===== src/rtl/staircase_monitor.sv =====
// Receive-side checker for the staircase counter stream (0..1, 0..2, ... 0..MAX_RAMP, repeat).
// Locks onto the ramp sequence, reports ramp/cycle ends and counts deviations once locked.
module staircase_monitor #(
  parameter int MAX_RAMP   = 9,
  parameter int LOCK_RAMPS = 2,
  parameter int ERR_CNT_W  = 8
) (
  input  logic                 clk,
  input  logic                 rst,
  input  logic                 in_valid,
  input  logic [3:0]           count_in,
  output logic                 locked,
  output logic [3:0]           cur_max,
  output logic                 ramp_done,
  output logic                 cycle_done,
  output logic                 err,
  output logic [ERR_CNT_W-1:0] err_count,
  output logic [1:0]           dbg_state
);

  localparam logic [1:0] HUNT    = 2'd0;
  localparam logic [1:0] CONFIRM = 2'd1;
  localparam logic [1:0] LOCKED  = 2'd2;

  localparam int          RW     = (LOCK_RAMPS < 2) ? 1 : $clog2(LOCK_RAMPS + 1);
  localparam logic [3:0]  MAX_V  = 4'(MAX_RAMP);
  localparam logic [RW-1:0] LOCK_V = RW'(LOCK_RAMPS);

  logic [1:0]           state_q, state_d;
  logic                 prev_v_q, prev_v_d;
  logic [3:0]           prev_q, prev_d;
  logic [3:0]           exp_q, exp_d;
  logic [3:0]           max_q, max_d;
  logic [RW-1:0]        ramps_q, ramps_d;
  logic                 ramp_done_q, ramp_done_d;
  logic                 cycle_done_q, cycle_done_d;
  logic                 err_q, err_d;
  logic [ERR_CNT_W-1:0] err_count_q, err_count_d;

  function automatic logic [3:0] nxt(input logic [3:0] m);
    return (m == MAX_V) ? 4'd1 : m + 4'd1;
  endfunction

  always_comb begin
    state_d      = state_q;
    prev_v_d     = prev_v_q;
    prev_d       = prev_q;
    exp_d        = exp_q;
    max_d        = max_q;
    ramps_d      = ramps_q;
    err_count_d  = err_count_q;
    ramp_done_d  = 1'b0;
    cycle_done_d = 1'b0;
    err_d        = 1'b0;
    if (in_valid) begin
      case (state_q)
        HUNT: begin
          prev_v_d = 1'b1;
          prev_d   = count_in;
          // A 0 directly after a plausible ceiling marks the start of the next ramp.
          if (count_in == 4'd0 && prev_v_q && prev_q >= 4'd1 && prev_q <= MAX_V) begin
            max_d   = nxt(prev_q);
            exp_d   = 4'd1;
            ramps_d = '0;
            state_d = CONFIRM;
          end
        end
        CONFIRM, LOCKED: begin
          if (count_in == exp_q) begin
            if (exp_q < max_q) begin
              exp_d = exp_q + 4'd1;
            end else begin
              exp_d        = 4'd0;
              max_d        = nxt(max_q);
              ramp_done_d  = 1'b1;
              cycle_done_d = (max_q == MAX_V);
              if (state_q == CONFIRM) begin
                ramps_d = ramps_q + RW'(1);
                if (ramps_q + RW'(1) == LOCK_V) state_d = LOCKED;
              end
            end
          end else begin
            // The mismatching sample becomes the HUNT history, so re-lock needs a further 0.
            if (state_q == LOCKED) begin
              err_d = 1'b1;
              if (err_count_q != '1) err_count_d = err_count_q + ERR_CNT_W'(1);
            end
            state_d  = HUNT;
            prev_v_d = 1'b1;
            prev_d   = count_in;
          end
        end
        default: state_d = HUNT;
      endcase
    end
  end

  always_ff @(posedge clk or posedge rst) begin
    if (rst) begin
      state_q      <= HUNT;
      prev_v_q     <= 1'b0;
      prev_q       <= 4'd0;
      exp_q        <= 4'd0;
      max_q        <= 4'd0;
      ramps_q      <= '0;
      ramp_done_q  <= 1'b0;
      cycle_done_q <= 1'b0;
      err_q        <= 1'b0;
      err_count_q  <= '0;
    end else begin
      state_q      <= state_d;
      prev_v_q     <= prev_v_d;
      prev_q       <= prev_d;
      exp_q        <= exp_d;
      max_q        <= max_d;
      ramps_q      <= ramps_d;
      ramp_done_q  <= ramp_done_d;
      cycle_done_q <= cycle_done_d;
      err_q        <= err_d;
      err_count_q  <= err_count_d;
    end
  end

  assign locked     = (state_q == LOCKED);
  assign cur_max    = locked ? max_q : 4'd0;
  assign ramp_done  = ramp_done_q;
  assign cycle_done = cycle_done_q;
  assign err        = err_q;
  assign err_count  = err_count_q;
  assign dbg_state  = state_q;

endmodule

===== config.mk =====
export PLATFORM = sky130hd
export DESIGN_NAME = staircase_monitor
export DESIGN_NICKNAME = d
export VERILOG_FILES = /design/src/rtl/staircase_monitor.sv
export SDC_FILE = /design/constraint.sdc
export NUM_CORES = 1
export LEC_CHECK = 0
export CORE_MARGIN = 2
export CORE_UTILIZATION = 45
export DETAILED_ROUTE_END_ITERATION = 8
export HOLD_SLACK_MARGIN = 0.08
export PLACE_DENSITY = 0.72
export SLEW_MARGIN = 5
export SYNTH_ARGS = -nofsm -noshare
export SYNTH_HDL_FRONTEND = slang
export SYNTH_SLANG_ARGS = --single-unit

===== constraint.sdc =====
create_clock -name clk -period 2.6 [get_ports clk]
set_clock_uncertainty 0.05 [all_clocks]
set_input_delay 0.65 -clock clk [delete_from_list [all_inputs] [get_ports clk]]
set_output_delay 0.65 -clock clk [all_outputs]
set_load 0.02 [all_outputs]

After elaboration in Yosys (flattened, before gate mapping) --
Cells that the tools add are included.
Storage, ports and cells: memories 0, memory bits (read-only) 0, bits in latches 0, word-level logic and storage cells 85, flip-flop bits (word level) 28, output and inout port bits 18, RAM bits 0
Operators by class: reductions and logical operators 13, bitwise operators 1, shift-type cells 0, eq/ne operators 15, magnitude comparators 3, mux-type cells 38, $mul 0, div/mod/pow operators 0, add/subtract/negate cells 5
Operators with widths (count):
- $mux W4 | 10
- $pmux W4 S2 | 3
- $mux W2 | 9
- $reduce_and A5 Y1 | 3
- $mux W1 | 13
- $add A4 B1 Y4 const B | 3
- $ne A2 B2 Y1 const B | 5
- $ne A3 B3 Y1 const B | 3
- $add A8 B1 Y8 const B | 1
- $eq A4 B4 Y1 const B | 2
- $ne A8 B8 Y1 const B | 1
- $pmux W2 S2 | 2
- $reduce_and A6 Y1 | 1
- $eq A2 B2 Y1 const B | 2
- $eq A4 B4 Y1 | 1
- $ge A4 B1 Y1 const B | 1
- $le A4 B4 Y1 const B | 1
- $logic_not A4 Y1 | 1
- $lt A4 B4 Y1 | 1
- $reduce_and A4 Y1 | 1
- $logic_and A1 B1 Y1 | 3
- $reduce_and A3 Y1 | 1
- $add A2 B1 Y2 const B | 1
- $eq A2 B1 Y1 const B | 1
- other kinds (5) | 5

Logic depth before layout (Yosys ltp) --
Gate-level depths: netlist (run 1).
depth after elaboration 7, mapped depth 7

Worst setup path after synthesis (run 1) --
OpenSTA, ideal clock, no wires.
path kind register to register, from reg state_q[0] (netlist: dbg_state[0]), to reg ramps_q[0], period minus slack after synthesis 2092 ps, setup slack 508 ps, arrival 1917 ps, stages on the path, launching flop included 7, setup time 125 ps, path through dfrtp_1 > inv_1 > ha_1 > inv_1 > nand2_1 > a221oi_2 > mux2_2
Between the ends: word-level cells in the longest chain between the ends 4, elaborated cells between the ends (all ways) 11, those cells by class 6 x eq/ne; 1 x mux; 4 x reduce/logical
Ends and longest elaborated chain:
- start, declared | line 29 | logic [1:0] state_q, state_d;
- start signal, assigned | line 111 | state_q <= state_d;
- $eq A2 B2 Y1 or $eq A2 B1 Y1 (tied branches) | line 56, 77
- $reduce_or A2 Y1 | line 56 | case (state_q)
- $ne A2 B2 Y1 (no line) or $reduce_bool A2 Y1 (tied branches)
- $reduce_and A6 Y1 (no line)
- end signal, assigned | line 116 | ramps_q <= ramps_d;
- end, declared | line 34 | logic [RW-1:0] ramps_q, ramps_d;
Several ways; a longest one is shown, not always the timed one. A chain may end at the register's enable or synchronous reset.

Worst setup path after layout (run 1) --
from reg state_q[0] (netlist: dbg_state[0]), to out cur_max[0]
Between the ends: word-level cells in the longest chain between the ends 2
Ends and longest elaborated chain:
- $eq A2 B2 Y1 | line 124 | assign locked = (state_q == LOCKED);
- $mux W4 | line 125 | assign cur_max = locked ? max_q : 4'd0;
- end, declared | line 13 | output logic [3:0] cur_max,
Every way passes these cells.

==> flow_summary.ini, run 1 <==
[sta]
setup_viol = 0
tightest_slew_ns = 0.444
max_freq_mhz = 401
fin_ws_ns = 0.107
hold_violations = 0
setup_tns_ns = 0
finalCritPeriodShare_pct = 95.9
drv_slew = 0
rsz0062_at_grt = false
slew_headroom_pct = 70.2
post-route-min-period_ns = 2.49

[worst_setup_path]
startpoint = dbg_state[0]
timing.rr.start = max_q[2]
worstSetupEndpointType = output port
arrival_ns = 1.79
crit_path_start_kind = register
required_ns = 1.90
crit_type = reg2out
crit_fanout = 7

[layout]
syn2layout_area_growth_pct = 23.9
fillCellCount = 338
nets = 231
drive_gt1_share_pct = 18.3
final_cell_mix = dfrtp_1, clkdlybuf4s50_1, buf_4
fin_util_pct = 57.0
antenna_cells = 0
final_common_cell = dfrtp_1
finalNonFillerCells = 263

[clocking]
tritoncts = built
ctsLongestPathBuffers = 2
clock_tree.root_cell = clkbuf_8
clk_latency_ns = 0.27
htreeDepth = 1
cts.sinks = 28
cts.clk_slew.worst_paths_ns = 0.09
ctsHoldBuffers = 0
cts_buffers = 3

[floorplanning]
io_pins = 25
dieArea_mm2 = 0.00455
die_w_um = 67.5
chipHeight_um = 67.5
rows = 23
coreArea_mm2 = 0.00394
start_util_pct = 46.0

[synth]
synth_area_mm2 = 0.00181
synth-seq-cells = 28
async_reset_ff_share_pct = 100
synth_edf_count = 0
ys_seq_area_share_pct = 38.6
ys.flop_type = dfrtp_1
avgSynthCellArea_um2 = 10.2
synth_fp_nets = 195
syn_inst = 178
yosys_warnings = 0
synth.distinct_cells = 53

[worst_hold_path]
hp-class = reg2reg
min_from = prev_v_q

[drt]
drtAntennaViolNets = 0
vias_per_cell = 5.44
wl_per_cell_um = 14.3
drt-initial-drc-count = 86
first_pass_iters = 4
drc = 0
finalWirelength_um = 3760
route.vias.total = 1431

[grt]
grt_use_total_pct = 18.3
grt_pass1_vias = 1375
grt_pass1_wl_um = 6330
grt_start_max_net_pins = 29
antenna_found_initial = 0
gr-total-overflow = 0

[job]
cap_violations = 0

[pwr]
ir_drop_mv = 0.689
p_leak_nw = 1.00
cellPowerDensity_mw_per_mm2 = 941

[place]
place_hpwl_um = 2820
dp_cells = 259
pre_cts_slack_ns = 0.0142
io_buffers = 24
place_congestion = 0.824

[outcome]
outcome = complete, no violations
worst max-delay path: stages, from the launching register on:
cell and delay [ns]:
dfrtp_1 0.43, inv_1 0.10, ha_2 0.24, and2_1 0.15, clkdlybuf4s50_1 0.60
timing repair:
action	CTS	global route
gates resized for setup	0	2
buffers inserted	0	0
endpoints found under the setup margin	0	4
kinds of logic after synthesis:
group	count (synthesis)	share of synthesized area, %
AND/OR/NAND/NOR	61	18.9
AO/OA/AOI/OAI	37	16.8
flip-flops	28	38.6
buffers and inverters	17	4.69
multiplexers	14	8.76
XOR/XNOR	11	5.31
adder cells (fa/ha/maj)	10	6.90
sequential cells by signal (all words and copies together), names as in the netlist:
register	cells
max_q	4
ramp_done	1
prev_q	4
dbg_state	2
err_count	8
exp_q	4
err	1
cycle_done	1
ramps_q	2
prev_v_q	1
layer usage:
layer	part of all wire (%)	up-vias	global-route usage, %	routed length (µm)
met5	0	-	0	0
met4	1.3	0	6.12	48
met3	3.4	6	2.33	128
met2	46	30	29.4	1730
met1	49	677	25.4	1850
li1	-	718	-	-
power by group:
group,internal [mW],switching (mW)
Sequential,0.543,0.185
Combinational,0.494,0.550
Clock,0.206,0.136
Yosys cell counts (2+ instances only):
| cell type | n | area share [%] |
|---|---|---|
| a211oi_1 | 2 | 0.83 |
| a21oi_1 | 6 | 1.7 |
| a221oi_1 | 3 | 1.4 |
| and2_1 | 5 | 1.7 |
| and3_1 | 4 | 1.4 |
| and4_1 | 3 | 1.4 |
| clkbuf_1 | 3 | 0.62 |
| dfrtp_1 | 28 | 39 |
| ha_1 | 10 | 6.9 |
| inv_1 | 11 | 2.3 |
| mux2_2 | 6 | 3.7 |
| mux2_4 | 2 | 1.7 |
| mux2i_1 | 5 | 2.8 |
| nand2_1 | 11 | 2.3 |
| nand2b_1 | 3 | 1.0 |
| nand3_1 | 4 | 1.1 |
| nand4_1 | 5 | 1.7 |
| nor2_1 | 11 | 2.3 |
| nor2b_1 | 2 | 0.69 |
| nor3_1 | 3 | 0.83 |
| nor3b_1 | 2 | 0.83 |
| o211ai_1 | 3 | 1.2 |
| o21ai_0 | 7 | 1.9 |
| xnor2_1 | 10 | 4.8 |
metrics by stage:
step | hold WS, ns | power (mW) | instance area, µm²
3_3_place_gp | 0.419 | 1.76 | 2170
3_5_place_dp | 0.416 | 1.77 | 2170
2_1_floorplan | 0.380 | 1.54 | 1810
4_1_cts | 0.439 | 2.12 | 2240
6_report | 0.437 | 2.11 | 2250
5_1_grt | 0.461 | 2.28 | 2250
cell type report:
| type | instances | area (µm²) | area share, % |
|---|---|---|---|
| clock inverters | 1 | 30.0 | 1.34 |
| multi-input cells | 133 | 1030 | 45.8 |
| well taps | 50 | 62.6 | 2.79 |
| clock buffers | 3 | 41.3 | 1.84 |
| repair buffers | 37 | 340 | 15.2 |
| inverters | 11 | 41.3 | 1.84 |
| flip-flops and latches | 28 | 701 | 31.2 |
path summary, 6_finish.rpt:
path                           endpoint  slack [ns]  depth (start not counted)
max                          cur_max[0]        0.11                          4
min                            prev_v_q        0.44                          1
max reg2reg                    max_q[3]        0.42                          7
min reg2reg                    prev_v_q        0.44                          1
max in group asynchronous      exp_q[0]        1.56                          3
min in group asynchronous  err_count[4]        0.68                          3
(Power assumes the default switching activity.)
==> run 2, diff against run 1 <==
CORE_MARGIN = 1   (was 2)
HOLD_SLACK_MARGIN = 0.03   (was 0.08)
==> flow_summary.ini, run 2 (synthesis gave the netlist of run 1 again) <==
[outcome]
outcome = complete, no violations

[layout]
stdcell_area_mm2 = 0.00223
largest_register_ffs = 8
final_cell_mix = dfrtp_1, clkdlybuf4s50_1, nor2_1, nand2_1, inv_1
antenna_cells = 0
final_common_cell = dfrtp_1
drive_gt1_share_pct = 17.1
fillCellCount = 308
syn2layout_area_growth_pct = 22.9
nets = 228
finalNonFillerCells = 258

[grt]
grt_pass1_vias = 1525
grt_pass1_wl_um = 6940
grt_start_max_net_pins = 29
gr-total-overflow = 0
grt_use_total_pct = 20.8
antenna_found_initial = 0

[worst_setup_path]
crit_path_start_kind = register
startpoint = dbg_state[0]
slowest_delay_ns = 0.63
worstSetupEndpointType = output port
arrival_ns = 1.72
timing.rr.start = max_q[1]
reg2reg_to = dbg_state[0]
crit_fanout = 7
ff2ff_path_depth = 6
cp_cell_sequence = inv_1, ha_2, clkdlybuf4s50_1
endpoint = locked
crit_type = reg2out
required_ns = 1.90
rrSetupSlack_ns = 0.24
critPathSlowestCell = clkdlybuf4s50_1

[clocking]
clock_tree.root_cell = clkbuf_8
cts.clk_slew.worst_paths_ns = 0.10
cts_buffers = 3
htreeDepth = 1
cts.sinks = 28
postCtsSetupBuffers = 0
tritoncts = built
clk_latency_ns = 0.27
ctsLongestPathBuffers = 2

[sta]
hold_violations = 0
max_freq_mhz = 413
hold_ws_ns = 0.436
setup_viol = 0
drv_slew = 0
slew_headroom_pct = 57.6
setup_tns_ns = 0
rsz0062_at_grt = false
finalCritPeriodShare_pct = 93.2
post-route-min-period_ns = 2.42
tightest_slew_ns = 0.620

[floorplanning]
die_w_um = 65.5
start_util_pct = 48.1
dieArea_mm2 = 0.00429
coreArea_mm2 = 0.00377
rows = 22
io_pins = 25
chipHeight_um = 65.5

[place]
dp_cells = 254
place_congestion = 0.822
placed_area_mm2 = 0.00214
place_hpwl_um = 2990
io_buffers = 24

[drt]
first_pass_iters = 4
drt-initial-drc-count = 75
finalWirelength_um = 4070
vias_per_cell = 5.72
route.vias.total = 1475
drtAntennaViolNets = 0
wl_per_cell_um = 15.8
drc = 0

[pwr]
ir_drop_mv = 0.584
p_leak_nw = 1.05
cellPowerDensity_mw_per_mm2 = 960
power_mw = 2.14

[worst_hold_path]
min_path_cells = 1
hp-class = reg2reg

[job]
cap_violations = 0
[run 2: worst min path at each step]
stage | end | from
global route | prev_v_q | prev_v_q
detailed placement | prev_v_q | prev_v_q
floorplan | prev_v_q | prev_v_q
CTS | prev_v_q | prev_v_q
finish | prev_v_q | prev_v_q
global placement | prev_v_q | prev_v_q
[run 2: worst max-delay path: cells and delay by family (launching register included)]
kind       cells  cell delay (ns)
buf+inv        2             0.74
fa+ha+maj      1             0.27
flops          1             0.44
[run 2: layout make-up]
| cell class | count | area, µm² | area share, % |
|---|---|---|---|
| clock buffer | 3 | 41.3 | 1.85 |
| clock inverter | 1 | 30.0 | 1.35 |
| inverter | 11 | 41.3 | 1.85 |
| multi-input combinational | 133 | 1030 | 46.2 |
| sequential | 28 | 701 | 31.4 |
| tap | 48 | 60.1 | 2.70 |
| timing repair buffer | 34 | 325 | 14.6 |
[run 2: metal layers]
layer	GRT usage [%]	share of wire (%)	vias up
met3	3.99	4.7	2
li1	-	-	709
met1	26.8	45	720
met2	37.0	50	44
met4	2.45	0.44	0
met5	0	0	-
[run 2: power breakdown]
group	total (mW)	switching [mW]	internal [mW]	leakage, nW
Clock	0.340	0.134	0.206	0.0357
Sequential	0.730	0.187	0.543	0.352
Combinational	1.07	0.582	0.487	0.658
[run 2: through the flow]
stage / worst slack [ns] / util [%]
final: 0.176 / 59.1
after global routing: 0.0855 / 59.1
after CTS: 0.0674 / 58.8
after detailed placement: -0.0267 / 56.9
after global placement: 0.0264 / 56.9
after floorplan: 0.508 / -
[run 2: repair_timing]
action                                  CTS  global route
hold buffers                              0             0
endpoints found under the setup margin    3             4
gates resized for setup                   1             4
pin swaps                                 0             0
